<file path="src/rtl/nvcm_pkg.sv">
// Shared definitions for the NVCM program/verify sequencer: word width,
// bank-target encoding, sequencer state encoding and a bank one-hot helper.
package nvcm_pkg;

  localparam int unsigned WORD_W = 9;

  typedef enum logic [1:0] {
    TGT_BSTREAM = 2'd0,
    TGT_REDROW  = 2'd1,
    TGT_RRITRIM = 2'd2,
    TGT_SISIUI  = 2'd3
  } nvcm_target_e;

  // Bit selection between program pulses is combinational, so it has no state.
  typedef enum logic [3:0] {
    ST_IDLE,
    ST_SETUP,
    ST_HV,
    ST_HOLD,
    ST_RD_SETUP,
    ST_RD_WAIT,
    ST_SAMPLE,
    ST_CAPTURE,
    ST_CHECK,
    ST_DONE
  } nvcm_state_e;

  // Bank select one-hot: bit 0 bstream, 1 redrow, 2 rritrim, 3 sisiui.
  function automatic logic [3:0] bank_onehot(input logic [1:0] tgt);
    return 4'b0001 << tgt;
  endfunction

endpackage

</file>
<file path="src/rtl/nvcm_bit_sel.sv">
// Lowest-set-bit priority encoder over a 9-bit mask.
//   mask : bits still to be programmed
//   idx  : index of the lowest set bit (0 when mask is empty)
//   none : mask is all zero
module nvcm_bit_sel
  import nvcm_pkg::*;
#(
  parameter int unsigned BLK_W = 4
) (
  input  logic [WORD_W-1:0] mask,
  output logic [BLK_W-1:0]  idx,
  output logic              none
);

  // Scan from the top down so the lowest set bit is the last one written.
  always_comb begin
    idx  = '0;
    none = 1'b1;
    for (int unsigned i = WORD_W; i > 0; i--) begin
      if (mask[i-1]) begin
        idx  = BLK_W'(i - 1);
        none = 1'b0;
      end
    end
  end

endmodule

</file>
<file path="src/rtl/nvcm_pgm_ctrl.sv">
// Word-level program/verify and read sequencer for the NVCM array.
// Accepts one 9-bit read or program request, programs each bit with a timed
// HV pulse, reads the word back, and reprograms only the failing bits up to
// MAX_RETRY times.
//   req_*   : request handshake (accepted when req_valid && req_ready)
//   rsp_*   : one-cycle response pulse with read-back word and error flag
//   busy    : sequencer not idle
//   fsm_*   : registered array controls (bank select, address, pgm/rd strobes)
//   nv_dataout : array read data, captured in the check cycle
module nvcm_pgm_ctrl
  import nvcm_pkg::*;
#(
  parameter int unsigned COL_W      = 8,
  parameter int unsigned ROW_W      = 9,
  parameter int unsigned BLK_W      = 4,
  parameter int unsigned PGM_PULSE  = 4,
  parameter int unsigned SAMPLE_DLY = 2,
  parameter int unsigned MAX_RETRY  = 2
) (
  input  logic             clk,
  input  logic             rst_b,
  input  logic             req_valid,
  output logic             req_ready,
  input  logic             req_op,
  input  logic [1:0]       req_target,
  input  logic [ROW_W-1:0] req_row,
  input  logic [COL_W-1:0] req_col,
  input  logic [8:0]       req_data,
  output logic             rsp_valid,
  output logic [8:0]       rsp_data,
  output logic             rsp_err,
  output logic             busy,
  output logic             fsm_nv_bstream,
  output logic             fsm_nv_redrow,
  output logic             fsm_nv_rri_trim,
  output logic             fsm_nv_sisi_ui,
  output logic [ROW_W-1:0] fsm_rowadd,
  output logic [COL_W-1:0] fsm_coladd,
  output logic [BLK_W-1:0] fsm_blkadd,
  output logic             fsm_pgm,
  output logic             fsm_pgmhv,
  output logic             fsm_din,
  output logic             fsm_rd,
  output logic             fsm_sample,
  input  logic [8:0]       nv_dataout
);

  localparam int unsigned MAX_DLY = (PGM_PULSE > SAMPLE_DLY) ? PGM_PULSE : SAMPLE_DLY;
  localparam int unsigned CNT_W   = $clog2(MAX_DLY + 1);
  localparam int unsigned RTY_W   = (MAX_RETRY > 0) ? $clog2(MAX_RETRY + 1) : 1;

  nvcm_state_e       state_q, state_d;
  logic [WORD_W-1:0] mask_q, mask_d, data_q, data_d;
  logic              op_q, op_d;
  logic [RTY_W-1:0]  retry_q, retry_d;
  logic [CNT_W-1:0]  cnt_q, cnt_d;
  logic [BLK_W-1:0]  bit_q, bit_d;
  logic [3:0]        bank_q, bank_d;
  logic [ROW_W-1:0]  row_d;
  logic [COL_W-1:0]  col_d;

  logic              req_ready_d, busy_d, rsp_valid_d, rsp_err_d;
  logic [8:0]        rsp_data_d;
  logic [BLK_W-1:0]  blkadd_d;
  logic              pgm_d, pgmhv_d, din_d, rd_d, sample_d;

  logic [WORD_W-1:0] diff, sel_mask;
  logic [BLK_W-1:0]  sel_idx;
  logic              sel_none;

  assign fsm_nv_bstream  = bank_q[0];
  assign fsm_nv_redrow   = bank_q[1];
  assign fsm_nv_rri_trim = bank_q[2];
  assign fsm_nv_sisi_ui  = bank_q[3];

  // One encoder serves all three bit-selection points: fresh program (all
  // ones), after a bit completes (mask minus that bit) and on retry (diff).
  always_comb begin
    diff     = nv_dataout ^ data_q;
    sel_mask = '1;
    case (state_q)
      ST_HOLD:  sel_mask = mask_q & ~(WORD_W'(1) << bit_q);
      ST_CHECK: sel_mask = diff;
      default:  ;
    endcase
  end

  nvcm_bit_sel #(.BLK_W(BLK_W)) u_bit_sel (
    .mask (sel_mask),
    .idx  (sel_idx),
    .none (sel_none)
  );

  always_comb begin
    state_d     = state_q;
    mask_d      = mask_q;
    data_d      = data_q;
    op_d        = op_q;
    retry_d     = retry_q;
    cnt_d       = cnt_q;
    bit_d       = bit_q;
    bank_d      = bank_q;
    row_d       = fsm_rowadd;
    col_d       = fsm_coladd;
    rsp_valid_d = 1'b0;
    rsp_data_d  = '0;
    rsp_err_d   = 1'b0;

    unique case (state_q)
      ST_IDLE: begin
        if (req_valid) begin
          bank_d  = bank_onehot(req_target);
          row_d   = req_row;
          col_d   = req_col;
          data_d  = req_data;
          op_d    = req_op;
          retry_d = '0;
          if (req_op) begin
            mask_d  = '1;
            bit_d   = sel_idx;
            state_d = ST_SETUP;
          end else begin
            state_d = ST_RD_SETUP;
          end
        end
      end
      ST_SETUP: begin
        cnt_d   = CNT_W'(1);
        state_d = ST_HV;
      end
      ST_HV: begin
        if (cnt_q == CNT_W'(PGM_PULSE)) state_d = ST_HOLD;
        else                            cnt_d   = cnt_q + CNT_W'(1);
      end
      ST_HOLD: begin
        mask_d = sel_mask;
        if (sel_none) begin
          state_d = ST_RD_SETUP;
        end else begin
          bit_d   = sel_idx;
          state_d = ST_SETUP;
        end
      end
      ST_RD_SETUP: begin
        cnt_d   = CNT_W'(1);
        state_d = ST_RD_WAIT;
      end
      ST_RD_WAIT: begin
        if (cnt_q == CNT_W'(SAMPLE_DLY)) state_d = ST_SAMPLE;
        else                             cnt_d   = cnt_q + CNT_W'(1);
      end
      ST_SAMPLE:  state_d = ST_CAPTURE;
      ST_CAPTURE: state_d = ST_CHECK;
      ST_CHECK: begin
        if (!op_q || diff == '0) begin
          state_d     = ST_DONE;
          rsp_valid_d = 1'b1;
          rsp_data_d  = nv_dataout;
        end else if (32'(retry_q) < MAX_RETRY) begin
          mask_d  = diff;
          retry_d = retry_q + RTY_W'(1);
          bit_d   = sel_idx;
          state_d = ST_SETUP;
        end else begin
          state_d     = ST_DONE;
          rsp_valid_d = 1'b1;
          rsp_data_d  = nv_dataout;
          rsp_err_d   = 1'b1;
        end
      end
      ST_DONE: begin
        state_d = ST_IDLE;
        mask_d  = '0;
        bank_d  = '0;
        row_d   = '0;
        col_d   = '0;
      end
      default: state_d = ST_IDLE;
    endcase

    // Outputs are decoded from the next state so they register in step with it.
    req_ready_d = (state_d == ST_IDLE);
    busy_d      = (state_d != ST_IDLE);
    pgm_d       = state_d inside {ST_SETUP, ST_HV, ST_HOLD};
    pgmhv_d     = (state_d == ST_HV);
    rd_d        = state_d inside {ST_RD_SETUP, ST_RD_WAIT, ST_SAMPLE, ST_CAPTURE};
    sample_d    = (state_d == ST_SAMPLE);
    blkadd_d    = pgm_d ? bit_d : '0;
    din_d       = pgm_d ? data_d[bit_d] : 1'b0;
  end

  always_ff @(posedge clk) begin
    if (!rst_b) begin
      state_q    <= ST_IDLE;
      mask_q     <= '0;
      data_q     <= '0;
      op_q       <= 1'b0;
      retry_q    <= '0;
      cnt_q      <= '0;
      bit_q      <= '0;
      bank_q     <= '0;
      fsm_rowadd <= '0;
      fsm_coladd <= '0;
      req_ready  <= 1'b1;
      busy       <= 1'b0;
      rsp_valid  <= 1'b0;
      rsp_data   <= '0;
      rsp_err    <= 1'b0;
      fsm_blkadd <= '0;
      fsm_pgm    <= 1'b0;
      fsm_pgmhv  <= 1'b0;
      fsm_din    <= 1'b0;
      fsm_rd     <= 1'b0;
      fsm_sample <= 1'b0;
    end else begin
      state_q    <= state_d;
      mask_q     <= mask_d;
      data_q     <= data_d;
      op_q       <= op_d;
      retry_q    <= retry_d;
      cnt_q      <= cnt_d;
      bit_q      <= bit_d;
      bank_q     <= bank_d;
      fsm_rowadd <= row_d;
      fsm_coladd <= col_d;
      req_ready  <= req_ready_d;
      busy       <= busy_d;
      rsp_valid  <= rsp_valid_d;
      rsp_data   <= rsp_data_d;
      rsp_err    <= rsp_err_d;
      fsm_blkadd <= blkadd_d;
      fsm_pgm    <= pgm_d;
      fsm_pgmhv  <= pgmhv_d;
      fsm_din    <= din_d;
      fsm_rd     <= rd_d;
      fsm_sample <= sample_d;
    end
  end

endmodule

</file>
<file path="config.mk">
export PLATFORM = sky130hd
export DESIGN_NAME = nvcm_pgm_ctrl
export DESIGN_NICKNAME = d
export VERILOG_FILES = /design/src/rtl/nvcm_pkg.sv /design/src/rtl/nvcm_bit_sel.sv /design/src/rtl/nvcm_pgm_ctrl.sv
export SDC_FILE = /design/constraint.sdc
export NUM_CORES = 1
export LEC_CHECK = 0
export ABC_AREA = 1
export CORE_MARGIN = 5
export CORE_UTILIZATION = 25
export CTS_CLUSTER_SIZE = 28
export DETAILED_ROUTE_END_ITERATION = 10
export PLACE_DENSITY = 0.44
export SYNTH_ARGS = -nofsm -noshare
export SYNTH_HDL_FRONTEND = slang
export SYNTH_SLANG_ARGS = --single-unit
</file>
<file path="constraint.sdc">
create_clock -name clk -period 2.1 [get_ports clk]
set_clock_uncertainty 0.1 [all_clocks]
set_input_delay 0.21 -clock clk [delete_from_list [all_inputs] [get_ports clk]]
set_output_delay 0.21 -clock clk [all_outputs]
set_load 0.02 [all_outputs]
</file>
Word level (Yosys, flattened, before mapping)
Index checks and enable logic that the tools add are counted.
{"block": "totals", "regBits": 75, "inputBits": 41, "out_inout_bits": 43, "word_cells": 136}
{"block": "op_classes", "n_addsub": 2, "magnitude_cmp": 2, "eq_ne": 24, "shifts": 2, "muxes": 59, "bitwise": 5, "reduce_logical": 21}
{"operator": "$mux W9", "n": 9}
{"operator": "$mux W4", "n": 20}
{"operator": "$pmux W4 S9", "n": 1}
{"operator": "$pmux W9 S2", "n": 2}
{"operator": "$pmux W9 S4", "n": 1}
{"operator": "$eq A4 B3 Y1 const B", "n": 8}
{"operator": "$eq A4 B2 Y1 const B", "n": 4}
{"operator": "$pmux W8 S2", "n": 1}
{"operator": "$mux W1", "n": 12}
{"operator": "$mux W3", "n": 4}
{"operator": "$ne A2 B2 Y1 const B", "n": 6}
{"operator": "$pmux W4 S3", "n": 1}
{"operator": "$reduce_bool A4 Y1", "n": 3}
{"operator": "$and A9 B9 Y9", "n": 1}
{"operator": "$logic_not A9 Y1", "n": 1}
{"operator": "$not A9 Y9", "n": 1}
{"operator": "$pmux W3 S3", "n": 1}
{"operator": "$shl A1 B4 Y9 const A", "n": 1}
{"operator": "$xor A9 B9 Y9", "n": 1}
{"operator": "$eq A4 B1 Y1 const B", "n": 2}
{"operator": "$eq A4 B4 Y1 const B", "n": 2}
{"operator": "$logic_not A4 Y1", "n": 2}
{"operator": "$mux W8", "n": 1}
{"operator": "$pmux W4 S2", "n": 1}
{"operator": "21 further kinds", "n": 29}

Logic depth before layout (Yosys ltp)
Gate-level depths: netlist of the first run.
{"block": "depth", "word_depth": 18, "ltp_mapped": 19, "mapped_depth_nobuf": 19}

Hierarchy
From an unflattened synthesis of the first run, not the netlist that was laid out.
{"block": "unflattened", "hier_cells": 497, "hier_area_um2": 3553.4}
{"mod": "nvcm_pgm_ctrl", "n_inst": 1, "cells_each": 473, "area_each_um2": 3430.8}
{"mod": "nvcm_bit_sel", "n_inst": 1, "cells_each": 24, "area_each_um2": 122.6}

Worst setup path after synthesis of the first run
No wires, ideal clock.
{"block": "synth_path", "kind": "register -> register", "start": "reg state_q[3]", "end": "reg fsm_din", "setup_time_ps": 116, "arrival_time_ps": 1844, "t_required_ps": 1884, "setup_slack_ps": 40, "path_stages_with_launch": 17, "path_cell_list": "dfxtp_1 > inv_2 > nand2_2 > nor2_2 > buf_6 > nand3_2 > nand2_1 > nor2_2 > nand2_2 > nor2_4 > nand2_1 > a21boi_2 > o2111ai_2 > nor4_4 > inv_2 > nand2_2 > a21oi_1"}
{"block": "synth_between", "elab_chain_cells": 16, "word_cells_on_any_way": 47, "cone_classes": "eq/ne (11); mux (33); reduce/logical (3)"}
{"element": "start, declared", "line": "nvcm_pgm_ctrl.sv:52", "text": "nvcm_state_e state_q, state_d;"}
{"element": "start signal, assigned", "line": "nvcm_pgm_ctrl.sv:216", "text": "state_q <= state_d;"}
{"element": "$eq A4 B4 Y1 or $eq A4 B2 Y1 (tied branches)", "line": "nvcm_pgm_ctrl.sv:81, nvcm_pgm_ctrl.sv:109"}
{"element": "$pmux W9 S2", "line": "nvcm_pgm_ctrl.sv:81", "text": "case (state_q)"}
{"element": "$mux W4 or $mux W1 (tied branches) (9 in a row)", "line": "nvcm_bit_sel.sv:20", "text": "if (mask[i-1]) begin"}
{"element": "$mux W4 (tied with other cells)", "line": "nvcm_pgm_ctrl.sv:159", "text": "end else if (32'(retry_q) < MAX_RETRY) begin"}
{"element": "$mux W4 (tied with other cells)", "line": "nvcm_pgm_ctrl.sv:155", "text": "if (!op_q || diff == '0) begin"}
{"element": "$pmux W4 S3 (tied with other cells)", "line": "nvcm_pgm_ctrl.sv:109", "text": "unique case (state_q)"}
{"element": "$bmux W1 S4 or $reduce_bool A3 Y1 (tied branches)", "line": "nvcm_pgm_ctrl.sv:189, nvcm_pgm_ctrl.sv:184"}
{"element": "$mux W1 (implied by the code) or $reduce_and A2 Y1 (tied branches)"}
{"element": "end signal, assigned", "line": "nvcm_pgm_ctrl.sv:234", "text": "fsm_din <= din_d;"}
{"element": "end, declared", "line": "nvcm_pgm_ctrl.sv:42", "text": "output logic fsm_din,"}
Several ways; a longest one is shown, not always the timed one. The select of a mux whose other input is x is not followed.
A chain may end at the register's enable or synchronous reset.

Final worst setup path of the first run
{"block": "layout_path", "start": "reg state_q[0]", "end": "reg busy"}
{"block": "layout_between", "elab_chain_cells": 14, "word_cells_on_any_way": 25, "cone_classes": "eq/ne (8); mux (15); reduce/logical (2)"}
{"element": "$eq A4 B4 Y1 or $eq A4 B2 Y1 (tied branches)", "line": "nvcm_pgm_ctrl.sv:81, nvcm_pgm_ctrl.sv:109"}
{"element": "$pmux W9 S2", "line": "nvcm_pgm_ctrl.sv:81"}
{"element": "$mux W1 (9 in a row)", "line": "nvcm_bit_sel.sv:20"}
{"element": "$mux W3", "line": "nvcm_pgm_ctrl.sv:137", "text": "if (sel_none) begin"}
{"element": "$pmux W4 S9 (*)", "line": "nvcm_pgm_ctrl.sv:109"}
{"element": "$reduce_bool A4 Y1 (*)", "line": "nvcm_pgm_ctrl.sv:183", "text": "busy_d = (state_d != ST_IDLE);"}
{"element": "end signal, assigned", "line": "nvcm_pgm_ctrl.sv:227", "text": "busy <= busy_d;"}
{"element": "end, declared", "line": "nvcm_pgm_ctrl.sv:32", "text": "output logic busy,"}
Every way passes the cells marked *; elsewhere a longest branch is shown, timed or not.

==> results.md, run 1 <==
- Grt total ovfl: 0
- Slowest stage cell, crit path: dfxtp_4
- DRC violations left: 0
- Cell count after synthesis: a little under 500
- Cts bufs inserted: 9
- Critical path type: register to register
- Core Rows: 43
- Hpwl dp: ~8400 um
- Post-Syn Area: approximately 0.0035 mm^2
- CP endpoint kind: register
- Reg2Reg Setup Slack: -0.26 ns
- Initial Util: 0.2522
- Clock sink count: 75
- Routed wl met3: about 560 um
- WHS Path Cells: 3
- Hold Path Origin: req_row[4]
- Layout cells sized above 1: 0.3067
- Most common cell on crit path: nor2_4
- First-pass DRT Iterations: 4
- FF-to-FF Start: state_q[0]
- Fillers: about 1.4k
- Ports: 84
- Max Cap Violations: 0
- Avg Inst Size Synth: 7.117 um^2
- Met1 WL: around 4800 um
- Core area: between 0.01 and 0.015 mm^2
- Fin crit share: 1.125
- Failing checks: setup timing
- Reg clk slew, reported paths: 0.06 ns
- Critical Path RT: ~2.2 ns
- Achievable Freq: about 420 MHz
- YS warnings: 0
- Root Driver: clkbuf_16
- Maximum root-to-sink buffer count: 2
- GPL Wtd Cong: ~0.87
- Slew @ Worst Pin: 0.5485 ns
- Initial antenna violation count: 0
- DR vias/cell: between 4 and 5
- Crit-path max cell delay: 0.36 ns
- Fin crit period: ~2.4 ns
- Diodes inserted: 0
- Maximum VDD drop: between 0.6 and 0.7 mV
- Final WS setup: -0.2619 ns
- Post-DRT Antenna Nets: 0
- RSZ-0062 raised after global routing: yes
- Power per standard cell area: 808.1 mW/mm^2
- Hold crit path type: input port to register
- Cell family with most CP delay: simple AND/OR/NAND/NOR gates
- Crit path launch type: register
- IO buf count: 83
- First-pass GRT wire length: between 15000 and 20000 um
- Synthesized flop and latch total: between 70 and 80
- Crit path arrival time: between 2 and 2.5 ns
- Number of global-route vias before repair: ~3.6k
- Netlist cell types: 39
- Hold worst-path end: fsm_rowadd[4]
- CTS tree: done
- Wire length on met2: roughly 5600 um
- Endpoints failing hold: 0
- Reg2Reg Depth: 14
- Post-Place Setup Slack: -0.5731 ns
- Status: finished with violations
- DIE AREA: 0.01635 mm^2
- Slew Limit Headroom: 0.6321
- Final Slew Violations: 0
- Final Util: 0.4255
- Via Count: ~3.7k
- WP buf/inv: 3
- Detailed-route wire length per cell: approximately 13 um
- Drt total wl: about 11000 um
- Worst skew pair latency: 0.34 ns
- Lkg Pwr: 2.501 nW
- Sequential area share after synthesis: 0.4323
- Max H-tree Level: 3
- Worst Hold Margin: 0.3216 ns
- Worst path cell trace: nor2_4 > inv_2 > nor2_4 > buf_12 > nor2_4 > nor2_2 > nand2_2 > nor2_4 > nand2_2 > a21boi_2 > o2111ai_2 > nor4_4 > buf_4 > a21oi_2
- Die height: ~130 um
- Die Width: 127.9 um
- GRT Overall Usage: 0.1394
- Critical-path maximum fanout: 8
- Max Used Layer: met4
- Hold_buf cts: 0
- Initial DRC Count: around 130
- Nets: between 700 and 800
- FF-to-FF End: busy
- Mapped Nets: 532
- Area Growth Syn to Fin: 68.73%
- Largest net degree at the start of global routing: 20
- Final Setup Violations: 13
-- what timing repair did --
action | CTS | global route
resized for setup | 30 | 48
pin swaps | 5 | 20
buffers inserted | 8 | 9
setup endpoints to repair | 25 | 27
-- power by group --
group	internal (mW)	leakage, nW	switching [mW]
combinational	0.704	1.75	0.784
sequential	1.59	0.617	0.0993
clock	0.925	0.134	0.633
total	3.22	2.50	1.52
-- stage by stage --
stage | instance area, um^2 | instances | setup TNS (ns) | total power, mW
final | 5861 | 855 | -2.477 | 4.736
after detailed placement | 5145 | 822 | -11.71 | 3.036
after global routing | 5861 | 855 | -4.771 | 5.032
after CTS | 5622 | 846 | -1.413 | 4.712
after global placement | 5145 | 822 | -11.74 | 3.035
after floorplan | 3473 | 488 | 0 | 2.397
-- state kept, by name, indices dropped and copies added, names as in the netlist, 8 cells and up --
| register | flops |
|---|---|
| data_q | 9 |
| fsm_coladd | 8 |
| fsm_rowadd | 9 |
| mask_q | 9 |
| rsp_data | 9 |
-- how the worst max path moves through the flow --
stage,startpoint,cells past startpoint,end
after floorplan,state_q[3],16,fsm_din
after global placement,nv_dataout[8],11,mask_q[2]
after detailed placement,nv_dataout[8],11,mask_q[1]
after CTS,state_q[1],20,fsm_din
after global routing,state_q[3],16,fsm_blkadd[2]
final,state_q[0],14,busy
-- synthesized netlist by cell type --
cell type  number  area [um^2]
mux2i_1         3        30.03
nand2_4         1        11.26
nor2_1         74        277.8
buf_2           1        5.000
or2_1           1        6.260
buf_6           1        11.26
inv_1          56        210.2
nand3_2         6        60.06
o2111ai_2       1        15.01
xor2_1          2        17.52
o211ai_1        1        7.510
nor4_4          1        21.27
dfxtp_1        75         1501
ha_1            3        37.54
nand3_1        32        160.2
inv_4           1        6.260
clkbuf_1        7        26.28
buf_1           2        7.510
nand2_1       102        382.9
a41oi_1         1        8.760
nand3_4         1        17.52
o21ai_2         2        17.52
o21ai_0        25        125.1
nor2_2          6        37.54
a31oi_1         7        43.79
clkinv_1        3        11.26
xnor2_1         1        8.760
a21boi_2        1        11.26
nor3_1          7        35.03
clkinv_2        1        5.000
o21ai_1         1        5.000
o221ai_1        1        8.760
inv_2           7        26.28
a211oi_1        1        7.510
nand2_2        12        75.07
nor4_1          2        12.51
a21oi_1        34        170.2
nor2_4          4        45.04
nand4_1         1        6.260
-- final cells by class --
type                    count  area (um^2)  share of cell area
multi-input cells         334         1912              0.3262
repair buffers            182         1637              0.2792
flip-flops and latches     75         1519              0.2592
inverters                  68        265.3             0.04526
clock buffers               9        225.2             0.03843
well taps                 180        225.2             0.03843
clock inverters             7        77.57             0.01324
-- cells in the final DEF, fill, tap and decap left out, drive strengths merged, types with 2 or more instances in the layout --
| cell | n |
|---|---|
| nor2 | 84 |
| o21ai | 28 |
| clkdlybuf4s50 | 83 |
| clkbuf | 9 |
| buf | 99 |
| a31oi | 7 |
| nand2 | 115 |
| xor2 | 2 |
| nor4 | 3 |
| nor3 | 7 |
| nand3 | 39 |
| mux2i | 3 |
| a21oi | 34 |
| clkinv | 4 |
| dfxtp | 75 |
| inv | 66 |
| ha | 3 |
| clkinvlp | 4 |
-- per-layer routing --
metal	vias up	global-route usage
met5	-	0
met4	0	0.04057
met3	18	0.04750
met2	73	0.2409
met1	1669	0.1637
li1	1919	-
-- worst register-to-register path: stages (launching register included) --
cell       delay, ns
dfxtp_4         0.36
nor2_4          0.15
inv_2           0.06
nor2_4          0.10
buf_12          0.15
nor2_4          0.06
nor2_2          0.11
nand2_2         0.08
nor2_4          0.10
nand2_2         0.07
a21boi_2        0.16
o2111ai_2       0.17
nor4_4          0.34
buf_4           0.17
a21oi_2         0.05
-- logic make-up after synthesis --
group | share of synthesized area
compound gates | 0.1210
xor+xnor | 0.007566
fa+ha+maj | 0.01081
buf+inv | 0.08898
flops | 0.4323
mux | 0.008646
simple gates | 0.3307
(Power assumes the default switching activity.)
==> inputs of run 2 (changes only) <==
--- a/config.mk
+++ b/config.mk
@@ -10,7 +10,7 @@
 export CORE_UTILIZATION = 25
 export CTS_CLUSTER_SIZE = 28
 export DETAILED_ROUTE_END_ITERATION = 10
-export PLACE_DENSITY = 0.44
+export PLACE_DENSITY = 0.47
 export SYNTH_ARGS = -nofsm -noshare
 export SYNTH_HDL_FRONTEND = slang
 export SYNTH_SLANG_ARGS = --single-unit
==> results.md, run 2 (synthesis gave the netlist of run 1 again) <==
- Die Width: 127.9 um (unchanged)
- Final Setup Violations: 10 (was 13)
- Initial DRC Count: 110 (was 128)
- Cell family with most CP delay: simple AND/OR/NAND/NOR gates (unchanged)
- Critical path type: register to register (unchanged)
- IO buf count: 83 (unchanged)
- Worst path cell trace: nor2_4 > inv_2 > nor2_4 > buf_12 > nand2_2 > nand2_2 > nor2_2 > nand2_2 > nor2_4 > nand3_4 > nand2_8 > nand2_8 > o21ai_4 > buf_6 > buf_6 > inv_4 > nand3_1 > a21oi_1 (was nor2_4 > inv_2 > nor2_4 > buf_12 > nor2_4 > nor2_2 > nand2_2 > nor2_4 > nand2_2 > a21boi_2 > o2111ai_2 > nor4_4 > buf_4 > a21oi_2)
- Status: finished with violations (unchanged)
- RSZ-0062 raised after global routing: yes (unchanged)
- Final Slew Violations: 0 (unchanged)
- Diodes inserted: 0 (unchanged)
- Critical Path RT: 2.28 ns (was 2.21 ns)
- Maximum root-to-sink buffer count: 2 (unchanged)
- Ports: 84 (unchanged)
- First-pass DRT Iterations: 4 (unchanged)
- Slew Limit Headroom: 0.7119 (was 0.6321)
- GRT Overall Usage: 0.1379 (was 0.1394)
- Number of global-route vias before repair: 3652 (was 3604)
- Crit path launch type: register (unchanged)
- Setup TNS: -1.313 ns (was -2.477 ns)
- Clock sink count: 75 (unchanged)
- Grt total ovfl: 0 (unchanged)
- Core Rows: 43 (unchanged)
- Maximum VDD drop: 0.5065 mV (was 0.6012 mV)
- Power per standard cell area: 835.0 mW/mm^2 (was 808.1 mW/mm^2)
- Die height: 127.9 um (unchanged)
- Hold_buf cts: 0 (unchanged)
- WP buf/inv: 5 (was 3)
- Failing checks: setup timing (unchanged)
- Slowest stage cell, crit path: dfxtp_4 (unchanged)
- Post-DRT Antenna Nets: 0 (unchanged)
- Max H-tree Level: 3 (unchanged)
- Largest net degree at the start of global routing: 32 (was 20)
- Initial antenna violation count: 0 (unchanged)
- Slew @ Worst Pin: 0.4322 ns (was 0.5485 ns)
- Lkg Pwr: 2.460 nW (was 2.501 nW)
- Worst Hold Margin: 0.3204 ns (was 0.3216 ns)
- DIE AREA: 0.01635 mm^2 (unchanged)
- Hold crit path type: input port to register (unchanged)
- Hpwl dp: 8565 um (was 8432 um)
- Fin crit share: 1.098 (was 1.125)
- Worst skew pair latency: 0.35 ns (was 0.34 ns)
- Drt total wl: 11100 um (was 11210 um)
- DR vias/cell: 4.323 (was 4.303)
- Final WS setup: -0.2068 ns (was -0.2619 ns)
- Crit path arrival time: 2.49 ns (was 2.47 ns)
- Achievable Freq: 433.5 MHz (was 423.4 MHz)
- Endpoints failing hold: 0 (unchanged)
- DRC violations left: 0 (unchanged)
- Reg clk slew, reported paths: 0.07 ns (was 0.06 ns)
- First-pass GRT wire length: 17750 um (was 17960 um)
- Critical-path maximum fanout: 5 (was 8)
- Crit-path max cell delay: 0.36 ns (about the same)
- GPL Wtd Cong: 0.9665 (was 0.8654)
- CP endpoint kind: register (unchanged)
- Layout cells sized above 1: 0.2890 (was 0.3067)
- Commonest non-fill, non-tap cell in the layout: nand2_1 (was buf_4)
- Initial Util: 0.2522 (unchanged)
- Cts bufs inserted: 9 (unchanged)
- Fin crit period: 2.307 ns (was 2.362 ns)
- Via Count: 3636 (was 3679)
- Most frequent cells in the layout: 87 x nand2_1, 83 x clkdlybuf4s50_1, 76 x buf_4 (was 94 x buf_4, 91 x nand2_1, 83 x clkdlybuf4s50_1)
- Root Driver: clkbuf_16 (unchanged)
- Max Cap Violations: 0 (unchanged)
- Area Growth Syn to Fin: 65.92% (was 68.73%)
- Detailed-route wire length per cell: 13.20 um (was 13.11 um)
- Core area: 0.01377 mm^2 (unchanged)
- Nets: 700 (was 714)
- CTS tree: done (unchanged)
-- run 2: routing by layer --
metal  track usage  wire length (um)
met2        0.2348              5453
met4       0.06242               366
met3       0.04125               548
met1        0.1591              4734
met5             0                 0
-- run 2: tightest hold or removal path, delay by kind of cell --
| kind | cells | cell delay (ns) |
|---|---|---|
| buf+inv | 1 | 0.40 |
| simple gates | 1 | 0.06 |
| compound gates | 1 | 0.05 |
-- run 2: where the power goes --
group / total [mW] / internal [mW] / switching (mW)
clock network: 1.70 / 1.05 / 0.656
logic: 1.42 / 0.656 / 0.766
registers: 1.69 / 1.59 / 0.0968
total: 4.81 / 3.29 / 1.52
-- run 2: cell type report --
| cell class | count | area (um^2) |
|---|---|---|
| flip-flops and latches | 75 | 1514 |
| clock buffers | 9 | 225.2 |
| well taps | 180 | 225.2 |
| inverters | 68 | 267.8 |
| fillers | 1452 | 8010 |
| repair buffers | 168 | 1538 |
| clock inverters | 7 | 101.3 |
| multi-input cells | 334 | 1892 |
-- run 2: through the flow --
step	area (um^2)	instances	worst slack, ns	power [mW]	utilization
after floorplan	3473	488	0.04010	2.397	-
after global placement	5092	815	-0.5719	2.993	0.3697
after detailed placement	5092	815	-0.5960	3.004	0.3697
after CTS	5593	835	-0.2134	4.787	0.4061
after global routing	5763	841	-0.4030	5.092	0.4184
final	5763	841	-0.2068	4.812	0.4184
-- run 2: final timing paths --
| path | slack [ns] | start | end | depth (start not counted) |
|---|---|---|---|---|
| setup reg to reg | -0.21 | state_q[1] | fsm_din | 18 |
| hold / removal | 0.32 | req_col[1] | fsm_coladd[1] | 3 |
| setup / recovery | -0.21 | state_q[1] | fsm_din | 18 |
| hold reg to reg | 0.36 | fsm_rowadd[4] | fsm_rowadd[4] | 2 |
-- run 2: repair_timing --
action,4_1_cts,5_1_grt
pin swaps,7,9
setup endpoints to repair,23,42
buffers inserted,5,6
gates resized for setup,36,38
